`config.mk`:
```
export PLATFORM = sky130hd
export DESIGN_NAME = stack_upstream_collector
export DESIGN_NICKNAME = d
export VERILOG_FILES = /design/src/rtl/stack_upstream_collector_pkg.sv /design/src/rtl/stack_upstream_collector_fifo.sv /design/src/rtl/stack_upstream_collector.sv
export SDC_FILE = /design/constraint.sdc
export NUM_CORES = 1
export LEC_CHECK = 0
export CAP_MARGIN = 25
export CORE_MARGIN = 2
export CORE_UTILIZATION = 44
export CTS_BUF_LIST = sky130_fd_sc_hd__clkbuf_4 sky130_fd_sc_hd__clkbuf_8 sky130_fd_sc_hd__clkbuf_16
export CTS_CLUSTER_SIZE = 24
export DETAILED_ROUTE_END_ITERATION = 10
export HOLD_SLACK_MARGIN = 0.1
export PLACE_DENSITY = 0.77
export SETUP_SLACK_MARGIN = 0.4
export SYNTH_ARGS = -nofsm -noshare
export SYNTH_HDL_FRONTEND = slang
export SYNTH_SLANG_ARGS = --single-unit
```
`constraint.sdc`:
```
create_clock -name clk -period 4.2 [get_ports clk]
set_input_delay 0.42 -clock clk [delete_from_list [all_inputs] [get_ports clk]]
set_output_delay 0.42 -clock clk [all_outputs]
set_load 0.05 [all_outputs]
```
`src/rtl/stack_upstream_collector_pkg.sv`:
```
// Shared definitions for the stack-bus upstream collector: cntl encodings, FSM states, widths.
package stack_upstream_collector_pkg;

    localparam int unsigned NUM_PE_DEF     = 4;
    localparam int unsigned PEID_W_DEF     = 2;
    localparam int unsigned TYPE_W_DEF     = 2;
    localparam int unsigned DATA_W_DEF     = 64;
    localparam int unsigned OOB_W_DEF      = 32;
    localparam int unsigned FIFO_DEPTH_DEF = 4;

    localparam logic [1:0] CNTL_MOM     = 2'b00;
    localparam logic [1:0] CNTL_SOM     = 2'b01;
    localparam logic [1:0] CNTL_EOM     = 2'b10;
    localparam logic [1:0] CNTL_SOM_EOM = 2'b11;

    typedef enum logic [0:0] {
        StIdle   = 1'b0,
        StLocked = 1'b1
    } state_e;

endpackage

```
`src/rtl/stack_upstream_collector_fifo.sv`:
```
// Synchronous FIFO with registered pointers; a push is refused while full even if a pop
// happens in the same cycle.
module stack_upstream_collector_fifo #(
    parameter int unsigned DEPTH = 4,
    parameter int unsigned WIDTH = 8
) (
    input  logic             clk,
    input  logic             reset_poweron,
    input  logic             push,
    input  logic [WIDTH-1:0] push_data,
    input  logic             pop,
    output logic [WIDTH-1:0] pop_data,
    output logic             full,
    output logic             empty
);

    localparam int unsigned AW = $clog2(DEPTH);

    logic [WIDTH-1:0] mem_q [DEPTH];
    logic [AW-1:0]    wr_ptr_q, rd_ptr_q;
    logic [AW:0]      count_q;
    logic             do_push, do_pop;

    assign full     = (count_q == (AW+1)'(DEPTH));
    assign empty    = (count_q == '0);
    assign do_push  = push && !full;
    assign do_pop   = pop && !empty;
    assign pop_data = mem_q[rd_ptr_q];

    always_ff @(posedge clk) begin
        if (reset_poweron) begin
            wr_ptr_q <= '0;
            rd_ptr_q <= '0;
            count_q  <= '0;
        end else begin
            if (do_push) begin
                wr_ptr_q <= wr_ptr_q + AW'(1);
            end
            if (do_pop) begin
                rd_ptr_q <= rd_ptr_q + AW'(1);
            end
            if (do_push && !do_pop) begin
                count_q <= count_q + (AW+1)'(1);
            end else if (!do_push && do_pop) begin
                count_q <= count_q - (AW+1)'(1);
            end
        end
    end

    // Storage needs no reset; validity is tracked by the pointers.
    always_ff @(posedge clk) begin
        if (do_push) begin
            mem_q[wr_ptr_q] <= push_data;
        end
    end

endmodule

```
`src/rtl/stack_upstream_collector.sv`:
```
// Round-robin, packet-granular collector of PE upstream streams onto one stack-bus channel.
// Optional cntl-sequence checking is enabled by defining STACK_UPSTREAM_COLLECTOR_CHECK_EN.
module stack_upstream_collector
    import stack_upstream_collector_pkg::*;
#(
    parameter int unsigned NUM_PE     = NUM_PE_DEF,
    parameter int unsigned PEID_W     = PEID_W_DEF,
    parameter int unsigned TYPE_W     = TYPE_W_DEF,
    parameter int unsigned DATA_W     = DATA_W_DEF,
    parameter int unsigned OOB_W      = OOB_W_DEF,
    parameter int unsigned FIFO_DEPTH = FIFO_DEPTH_DEF
) (
    input  logic                    clk,
    input  logic                    reset_poweron,
    input  logic [NUM_PE-1:0]       pe__stu__valid,
    input  logic [2*NUM_PE-1:0]     pe__stu__cntl,
    input  logic [TYPE_W*NUM_PE-1:0] pe__stu__type,
    input  logic [DATA_W*NUM_PE-1:0] pe__stu__data,
    input  logic [OOB_W*NUM_PE-1:0] pe__stu__oob_data,
    output logic [NUM_PE-1:0]       stu__pe__ready,
    output logic                    stu__stk__valid,
    output logic [1:0]              stu__stk__cntl,
    output logic [TYPE_W-1:0]       stu__stk__type,
    output logic [DATA_W-1:0]       stu__stk__data,
    output logic [OOB_W-1:0]        stu__stk__oob_data,
    output logic [PEID_W-1:0]       stu__stk__peId,
    input  logic                    stk__stu__ready,
    output logic [NUM_PE-1:0]       stu__sys__err
);

    localparam int unsigned ENTRY_W = 2 + TYPE_W + DATA_W + OOB_W + PEID_W;

    state_e              state_q, state_d;
    logic [PEID_W-1:0]   grant_q, grant_d;
    logic [PEID_W-1:0]   rr_ptr_q, rr_ptr_d;

    logic                sel_valid;
    logic [1:0]          sel_cntl;
    logic [TYPE_W-1:0]   sel_type;
    logic [DATA_W-1:0]   sel_data;
    logic [OOB_W-1:0]    sel_oob;

    logic [2*NUM_PE-1:0] valid_dbl;
    logic [NUM_PE-1:0]   valid_rot;
    logic                found;
    logic [PEID_W-1:0]   pick_off;
    logic [PEID_W:0]     pick_sum;
    logic [PEID_W-1:0]   pick;
    logic [PEID_W:0]     rr_next;

    logic                fifo_full, fifo_empty;
    logic                accept, beat_ok, push, is_end;
    logic [ENTRY_W-1:0]  push_data, head;

    // Mux of the granted PE's stream.
    always_comb begin
        sel_valid = 1'b0;
        sel_cntl  = '0;
        sel_type  = '0;
        sel_data  = '0;
        sel_oob   = '0;
        for (int i = 0; i < NUM_PE; i++) begin
            if (grant_q == PEID_W'(i)) begin
                sel_valid = pe__stu__valid[i];
                sel_cntl  = pe__stu__cntl[2*i +: 2];
                sel_type  = pe__stu__type[TYPE_W*i +: TYPE_W];
                sel_data  = pe__stu__data[DATA_W*i +: DATA_W];
                sel_oob   = pe__stu__oob_data[OOB_W*i +: OOB_W];
            end
        end
    end

    always_comb begin
        for (int i = 0; i < NUM_PE; i++) begin
            stu__pe__ready[i] = (state_q == StLocked) && (grant_q == PEID_W'(i)) && !fifo_full;
        end
    end

    // Rotate valids so bit 0 is rr_ptr, take the lowest set bit, then rotate back.
    assign valid_dbl = {pe__stu__valid, pe__stu__valid};

    always_comb begin
        valid_rot = NUM_PE'(valid_dbl >> rr_ptr_q);
        found     = 1'b0;
        pick_off  = '0;
        for (int k = 0; k < NUM_PE; k++) begin
            if (!found && valid_rot[k]) begin
                found    = 1'b1;
                pick_off = PEID_W'(k);
            end
        end
        pick_sum = {1'b0, rr_ptr_q} + {1'b0, pick_off};
        if (pick_sum >= (PEID_W+1)'(NUM_PE)) begin
            pick_sum = pick_sum - (PEID_W+1)'(NUM_PE);
        end
        pick = pick_sum[PEID_W-1:0];

        rr_next = {1'b0, grant_q} + (PEID_W+1)'(1);
        if (rr_next == (PEID_W+1)'(NUM_PE)) begin
            rr_next = '0;
        end
    end

    assign accept    = (state_q == StLocked) && sel_valid && !fifo_full;
    assign is_end    = (sel_cntl == CNTL_EOM) || (sel_cntl == CNTL_SOM_EOM);
    assign push      = accept && beat_ok;
    assign push_data = {sel_cntl, sel_type, sel_data, sel_oob, grant_q};

`ifdef STACK_UPSTREAM_COLLECTOR_CHECK_EN
    logic              first_q, first_d;
    logic [NUM_PE-1:0] err_q, err_d;
    logic              is_start;

    assign is_start = (sel_cntl == CNTL_SOM) || (sel_cntl == CNTL_SOM_EOM);
    assign beat_ok  = first_q ? is_start : ((sel_cntl == CNTL_MOM) || (sel_cntl == CNTL_EOM));

    always_comb begin
        first_d = first_q;
        err_d   = err_q;
        if (state_q == StIdle && found) begin
            first_d = 1'b1;
        end
        if (push) begin
            first_d = 1'b0;
        end
        // Violating beats are consumed but flagged against the owning PE.
        if (accept && !beat_ok) begin
            for (int i = 0; i < NUM_PE; i++) begin
                if (grant_q == PEID_W'(i)) begin
                    err_d[i] = 1'b1;
                end
            end
        end
    end

    always_ff @(posedge clk) begin
        if (reset_poweron) begin
            first_q <= 1'b0;
            err_q   <= '0;
        end else begin
            first_q <= first_d;
            err_q   <= err_d;
        end
    end

    assign stu__sys__err = err_q;
`else
    assign beat_ok       = 1'b1;
    assign stu__sys__err = '0;
`endif

    always_comb begin
        state_d  = state_q;
        grant_d  = grant_q;
        rr_ptr_d = rr_ptr_q;
        case (state_q)
            StIdle: begin
                if (found) begin
                    grant_d = pick;
                    state_d = StLocked;
                end
            end
            StLocked: begin
                if (push && is_end) begin
                    state_d  = StIdle;
                    rr_ptr_d = rr_next[PEID_W-1:0];
                end
            end
            default: state_d = StIdle;
        endcase
    end

    always_ff @(posedge clk) begin
        if (reset_poweron) begin
            state_q  <= StIdle;
            grant_q  <= '0;
            rr_ptr_q <= '0;
        end else begin
            state_q  <= state_d;
            grant_q  <= grant_d;
            rr_ptr_q <= rr_ptr_d;
        end
    end

    stack_upstream_collector_fifo #(
        .DEPTH (FIFO_DEPTH),
        .WIDTH (ENTRY_W)
    ) u_fifo (
        .clk           (clk),
        .reset_poweron (reset_poweron),
        .push          (push),
        .push_data     (push_data),
        .pop           (stk__stu__ready),
        .pop_data      (head),
        .full          (fifo_full),
        .empty         (fifo_empty)
    );

    assign stu__stk__valid = !fifo_empty;
    assign {stu__stk__cntl, stu__stk__type, stu__stk__data, stu__stk__oob_data,
            stu__stk__peId} = head;

endmodule

```
; Yosys cells after proc, flatten, opt, wreduce, memory -nomap -nowiden
; Memories as Yosys holds them, arrays and structs flattened. A register that Yosys moved wholly into a read port is not among the register bits.
; Cells that the tools add are included.
[classes]
add_sub_neg = 7
order_cmp = 1
eq_ne = 7
shift = 1
mux = 38
n_bitwise = 1
n_reduce_logical = 31
[op_table]
columns = cell, n
row1 = $mux 64, 4
row2 = $mux 32, 4
row3 = $mux 2, 14
row4 = $logic_and 1x1->1, 18
row5 = $mux 1, 13
row6 = $eq 2x2->1 const B, 4
row7 = $shr 8x2->4, 1
row8 = $logic_not 1->1, 7
row9 = $eq 3x3->1 const B, 2
row10 = $mux 3, 2
row11 = $add 2x1->2 const B, 2
row12 = $reduce_and 2->1, 2
row13 = $add 2x1->3 const B, 1
row14 = $add 2x2->3, 1
row15 = $add 3x1->3 const B, 1
row16 = $ge 3x3->1 const B, 1
row17 = $logic_not 3->1, 1
row18 = $sub 3x1->3 const B, 1
row19 = $eq 2x1->1 const B, 1
row20 = $logic_not 2->1, 1
row21 = $pmux 1 s2, 1
row22 = $reduce_bool 2->1, 1
row23 = $sub 2x1->2 const B, 1
row24 = $logic_or 1x1->1, 1
row25 = $not 1->1, 1
[totals]
regBits = 12
ramBits = 408
out_inout_bits = 111
elab_cells = 93
memories = 1
[memory_table]
columns = memory, depth, word_bits, read_ports, rd_clocked_by_memory_dff, wr, line
row1 = u_fifo.mem_q, 4, 102, 1, 1, 1, stack_upstream_collector_fifo.sv:19  ; logic [WIDTH-1:0] mem_q [DEPTH];

; Logic depth before layout (Yosys ltp)
[logic_depth]
word_depth = 14
depth_mapped = 12

; Modules after synthesis
; Synthesis repeated with hierarchy kept, for this count alone.
[unflattened]
hier_cells = 1212
area_unflattened_um2 = 18485.2
[modules_own_cells]
columns = mod, instances, cells_per_inst, area_each_um2
row1 = stack_upstream_collector_fifo, 1, 580, 15170.8
row2 = stack_upstream_collector, 1, 632, 3314.4

; Worst setup path after synthesis
; No wires, ideal clock.
[synth_path]
path_type = register to register
startpoint = register grant_q[0]
endpoint = memory u_fifo.mem_q[0][0] (netlist name) (enable)
arrival_ns = 3.778
slack_ns = -0.051
path_stages_with_launch = 7
n_path_buf = 1
period_less_slack_ns = 4.251
cell_sequence = dfxtp_1 -> inv_1 -> ha_1 -> buf_4 -> and4bb_2 -> a2111o_1 -> and3_1
[synth_between]
elab_chain_len = 10
word_cells_on_any_way = 13
classes_between = 3 x eq/ne / 6 x mux / 4 x reduce/logical
[synth_rtl]
columns = element, line
row1 = "start, declared", stack_upstream_collector.sv:34  ; logic [PEID_W-1:0] grant_q, grant_d;
row2 = "start signal, assigned", stack_upstream_collector.sv:180  ; grant_q <= grant_d;
row3 = $logic_not 2->1, stack_upstream_collector.sv:63  ; if (grant_q == PEID_W'(i)) begin
row4 = $mux 1 (3 in series), stack_upstream_collector.sv:63
row5 = $mux 1 (*), stack_upstream_collector.sv:63
row6 = $logic_and 1x1->1 (*) (2 in series), stack_upstream_collector.sv:104  ; assign accept = (state_q == StLocked) && sel_valid && !fifo_full;
row7 = $logic_and 1x1->1 (*), stack_upstream_collector_fifo.sv:26  ; assign do_push = push && !full;
row8 = $mux 1 (*), stack_upstream_collector_fifo.sv:52  ; if (do_push) begin
row9 = $mux 1 (not written as such) (*), stack_upstream_collector_fifo.sv:53  ; mem_q[wr_ptr_q] <= push_data;
row10 = "end, declared", stack_upstream_collector_fifo.sv:19
; Every way passes the cells marked *; elsewhere a longest branch is shown, timed or not.

; Worst setup path in the final report
[layout_path]
startpoint = register grant_q[0]
endpoint = memory u_fifo.mem_q[0][87] (netlist name), data pin
[layout_between]
elab_chain_len = 5
word_cells_on_any_way = 8
classes_between = 3 x eq/ne / 4 x mux / 1 x reduce/logical
[layout_rtl]
columns = element, line
row1 = $logic_not 2->1, stack_upstream_collector.sv:63
row2 = $mux 64 (3 in series), stack_upstream_collector.sv:63
row3 = $mux 64 (*), stack_upstream_collector.sv:63
row4 = named net sel_data[53], stack_upstream_collector.sv:40  ; logic [DATA_W-1:0] sel_data;
; The timed path passes the listed nets; every way through them passes the cells marked *.

==> results.sh <==
export IMPL_highest_layer="met4"
export IMPL_synth_most_common_cell="edfxtp_1"
export IMPL_routed_wl_mm=48.30
export IMPL_drcViolationCount=0
export IMPL_n_antenna_cell=0
export IMPL_grt_max_degree=105
export IMPL_cts_tree="done"
export IMPL_synth_seq_area_share=0.6602
export IMPL_critPathTopFamily="buffers and inverters"
export IMPL_grt_util_all_layers=0.2088
export IMPL_postPlaceCellArea_um2=24720
export IMPL_netlist_area_um2=18980
export IMPL_critPathSlowestCell="buf_4"
export IMPL_setup_worst_path_start_class="flop"
export IMPL_syn2layout_area_growth_pct=36.86
export IMPL_cts_made_buffers=41
export IMPL_synth_area_leaders="edfxtp_1, mux4_2, a21oi_1, nand2_1, nand3b_1"
export IMPL_max_stage_delay_ns=0.81
export IMPL_p_leak_uw=0.008292
export IMPL_pwr_share_clk=0.220
export IMPL_cts_root_buf="clkbuf_16"
export IMPL_antenna_found_initial=0
export IMPL_worst_pin_slew_ns=0.9812
export IMPL_cts_hold_buf=0
export IMPL_antenna_left=0
export IMPL_fin_tns_setup_ns=0
export IMPL_wl_per_cell_um=20.42
export IMPL_worstSetupEndpointType="flop"
export IMPL_min_path_type="flop to flop"
export IMPL_path_class="flop to flop"
export IMPL_ys_seq_elements=422
export IMPL_switching_power_uw=5611
export IMPL_h_tree_depth=2
export IMPL_slew_headroom=0.3459
export IMPL_die_h_um=211.7
export IMPL_maxCapViolations=0
export IMPL_io_pin_count=518
export IMPL_critPathMostFrequentCell="a21oi_1"
export IMPL_synth_main_ff_cell="edfxtp_1"
export IMPL_start_util=0.4436
export IMPL_syn_inst=1316
export IMPL_wl_met1_mm=19.01
export IMPL_cts_reportedPaths_clkPinSlew_ns=0.06
export IMPL_core_area_um2=42790
export IMPL_grt_pass1_wl_mm=71.12
export IMPL_synth_edff_count=408
export IMPL_clockBufferDepth=3
export IMPL_final_period_utilization=0.8427
export IMPL_finalHoldViolations=0
export IMPL_power_density_nw_per_um2=598.2
export IMPL_skew_ns=0.01808
export IMPL_cp_max_fo=104
export IMPL_seqPwrFrac=0.370
export IMPL_fmax_mhz=282.6
export IMPL_syn_avg_cell_area_um2=14.42
export IMPL_met2_length_mm=24.24
export IMPL_place_hpwl_mm=32.79
export IMPL_place_congestion=0.8886
export IMPL_comb_power_share=0.410
export IMPL_ir_worst_vdd_mv=0.4002
export IMPL_die_w_um=211.7
export IMPL_clk_latency_ns=0.53
export IMPL_cp_data_required_time_ns=4.43
export IMPL_drive_gt1_frac=0.1111
export IMPL_cp_arrival_ns=3.77
export IMPL_crit_chain="ha_4, buf_4, nand2_1, a21oi_1, a21oi_1, o21ai_0"
export IMPL_async_reset_ff_frac=0
export IMPL_final_cell_area_um2=25980
export IMPL_ctsResizeCount=0
export IMPL_vias=12848
export IMPL_switching_share=0.3611
export IMPL_synth_top_area_cell="edfxtp_1"
export IMPL_route_met3_wl_mm=3.448
export IMPL_synth_cell_type_count=42
export IMPL_p_int_uw=9929
export IMPL_final_nets=2209
export IMPL_synth_common_cells="edfxtp_1, nand2_1, a21oi_1"
export IMPL_vias_per_cell=5.433
export IMPL_die_area_um2=44820
export IMPL_io_buffers=513
export IMPL_outcome="finished, final reports clean"
export IMPL_first_pass_iters=7
export IMPL_finalSetupViolCount=0
export IMPL_ys_warn_count=0
export IMPL_first_global_vias=12847
export IMPL_post_cts_buffers=0
export IMPL_num_rows=76
export IMPL_cts_sinks=422
export IMPL_rsz0062_at_grt="no"
export IMPL_fin_total_pwr_uw=15540
export IMPL_period_needed_ns=3.539
export IMPL_slew_viol_final=0
export IMPL_path_buf_inv=1
export IMPL_drt_iter0_markers=887
export IMPL_synth_top_cell_area_share=0.6454
export IMPL_grt_ovfl_total=0
## final cells by class
| cell class | count | area (um^2) |
|---|---|---|
| fill | 3220 | 16810 |
| sequential | 422 | 12540 |
| multi-input combinational | 783 | 6035 |
| timing repair buffer | 534 | 5430 |
| clock buffer | 51 | 1136 |
| tap | 546 | 683.2 |
| clock inverter | 21 | 126.4 |
| inverter | 8 | 30.03 |
## power groups by stage
stage / clock [uW] / sequential [uW] / combinational (uW)
finish: 3420 / 5750 / 6370
CTS: 3500 / 5760 / 6420
global route: 3650 / 5800 / 6760
global placement: 0 / 5820 / 6300
detailed placement: 0 / 5840 / 6390
floorplan: 0 / 5690 / 4270
## cell families after synthesis
| group | count (synthesis) | share of synthesized area |
|---|---|---|
| adder cells (fa/ha/maj) | 12 | 0.008305 |
| AO/OA/AOI/OAI | 313 | 0.08634 |
| multiplexers | 108 | 0.1244 |
| XOR/XNOR | 6 | 0.002768 |
| flip-flops | 422 | 0.6602 |
| AND/OR/NAND/NOR | 340 | 0.09155 |
| buffers and inverters | 114 | 0.02623 |
| other | 1 | 0.0001975 |
## final timing paths
check	from	end	slack [ns]	cells past startpoint
worst min register to register	u_fifo.count_q[2]$_SDFFE_PP0P_	u_fifo.count_q[2]$_SDFFE_PP0P_	0.51	2
worst max register to register	grant_q[0]$_SDFFE_PP0P_	u_fifo.mem_q[0][87]$_DFFE_PP_	0.66	6
worst min-delay path	u_fifo.count_q[2]$_SDFFE_PP0P_	u_fifo.count_q[2]$_SDFFE_PP0P_	0.51	2
worst max-delay path	grant_q[0]$_SDFFE_PP0P_	u_fifo.mem_q[0][87]$_DFFE_PP_	0.66	6
## sequential cells by signal (all words and copies together) (netlist names), named ones only
signal and count:
u_fifo.rd_ptr_q 2, u_fifo.count_q 3, rr_ptr_q 2, u_fifo.wr_ptr_q 2, state_q 1, u_fifo.mem_q 408, grant_q 2
## metrics by stage
stage,instances,util,hold slack (ns),setup slack [ns]
2_1_floorplan,1319,-,0.4622,1.093
3_3_place_gp,2293,0.5776,0.4932,0.9490
3_5_place_dp,2293,0.5776,0.4992,0.7367
4_1_cts,2365,0.6071,0.5062,0.6178
5_1_grt,2365,0.6071,0.5272,0.4539
6_report,2365,0.6071,0.5088,0.6608
## routing by layer
layer,vias to the layer above,GRT usage
met5,-,0
met3,95,0.04673
li1,6006,-
met2,496,0.3700
met1,6251,0.2503
met4,0,0.07576
## tightest hold or removal path: stages (launching register included)
cell and delay [ns]:
dfxtp_1 0.33, o21ai_0 0.07, a21oi_1 0.06
## cell usage in the layout, fill, tap and decap left out, drive strengths merged, types with 5 or more instances in the layout
cell | synthesis | final
mux2i | 5 | 5
ha | 11 | 11
mux4 | 102 | 102
o21ai | 100 | 100
a21oi | 198 | 198
nor2 | 11 | 11
and3 | 9 | 9
clkinv | 0 | 19
nand2b | 5 | 5
nand2 | 200 | 200
nor2b | 5 | 5
clkbuf | 57 | 51
nand3b | 98 | 98
clkdlybuf4s50 | 0 | 513
inv | 8 | 9
buf | 49 | 21
edfxtp | 408 | 408
dfxtp | 14 | 14
No activity file was read; power rests on OpenSTA's default activity.
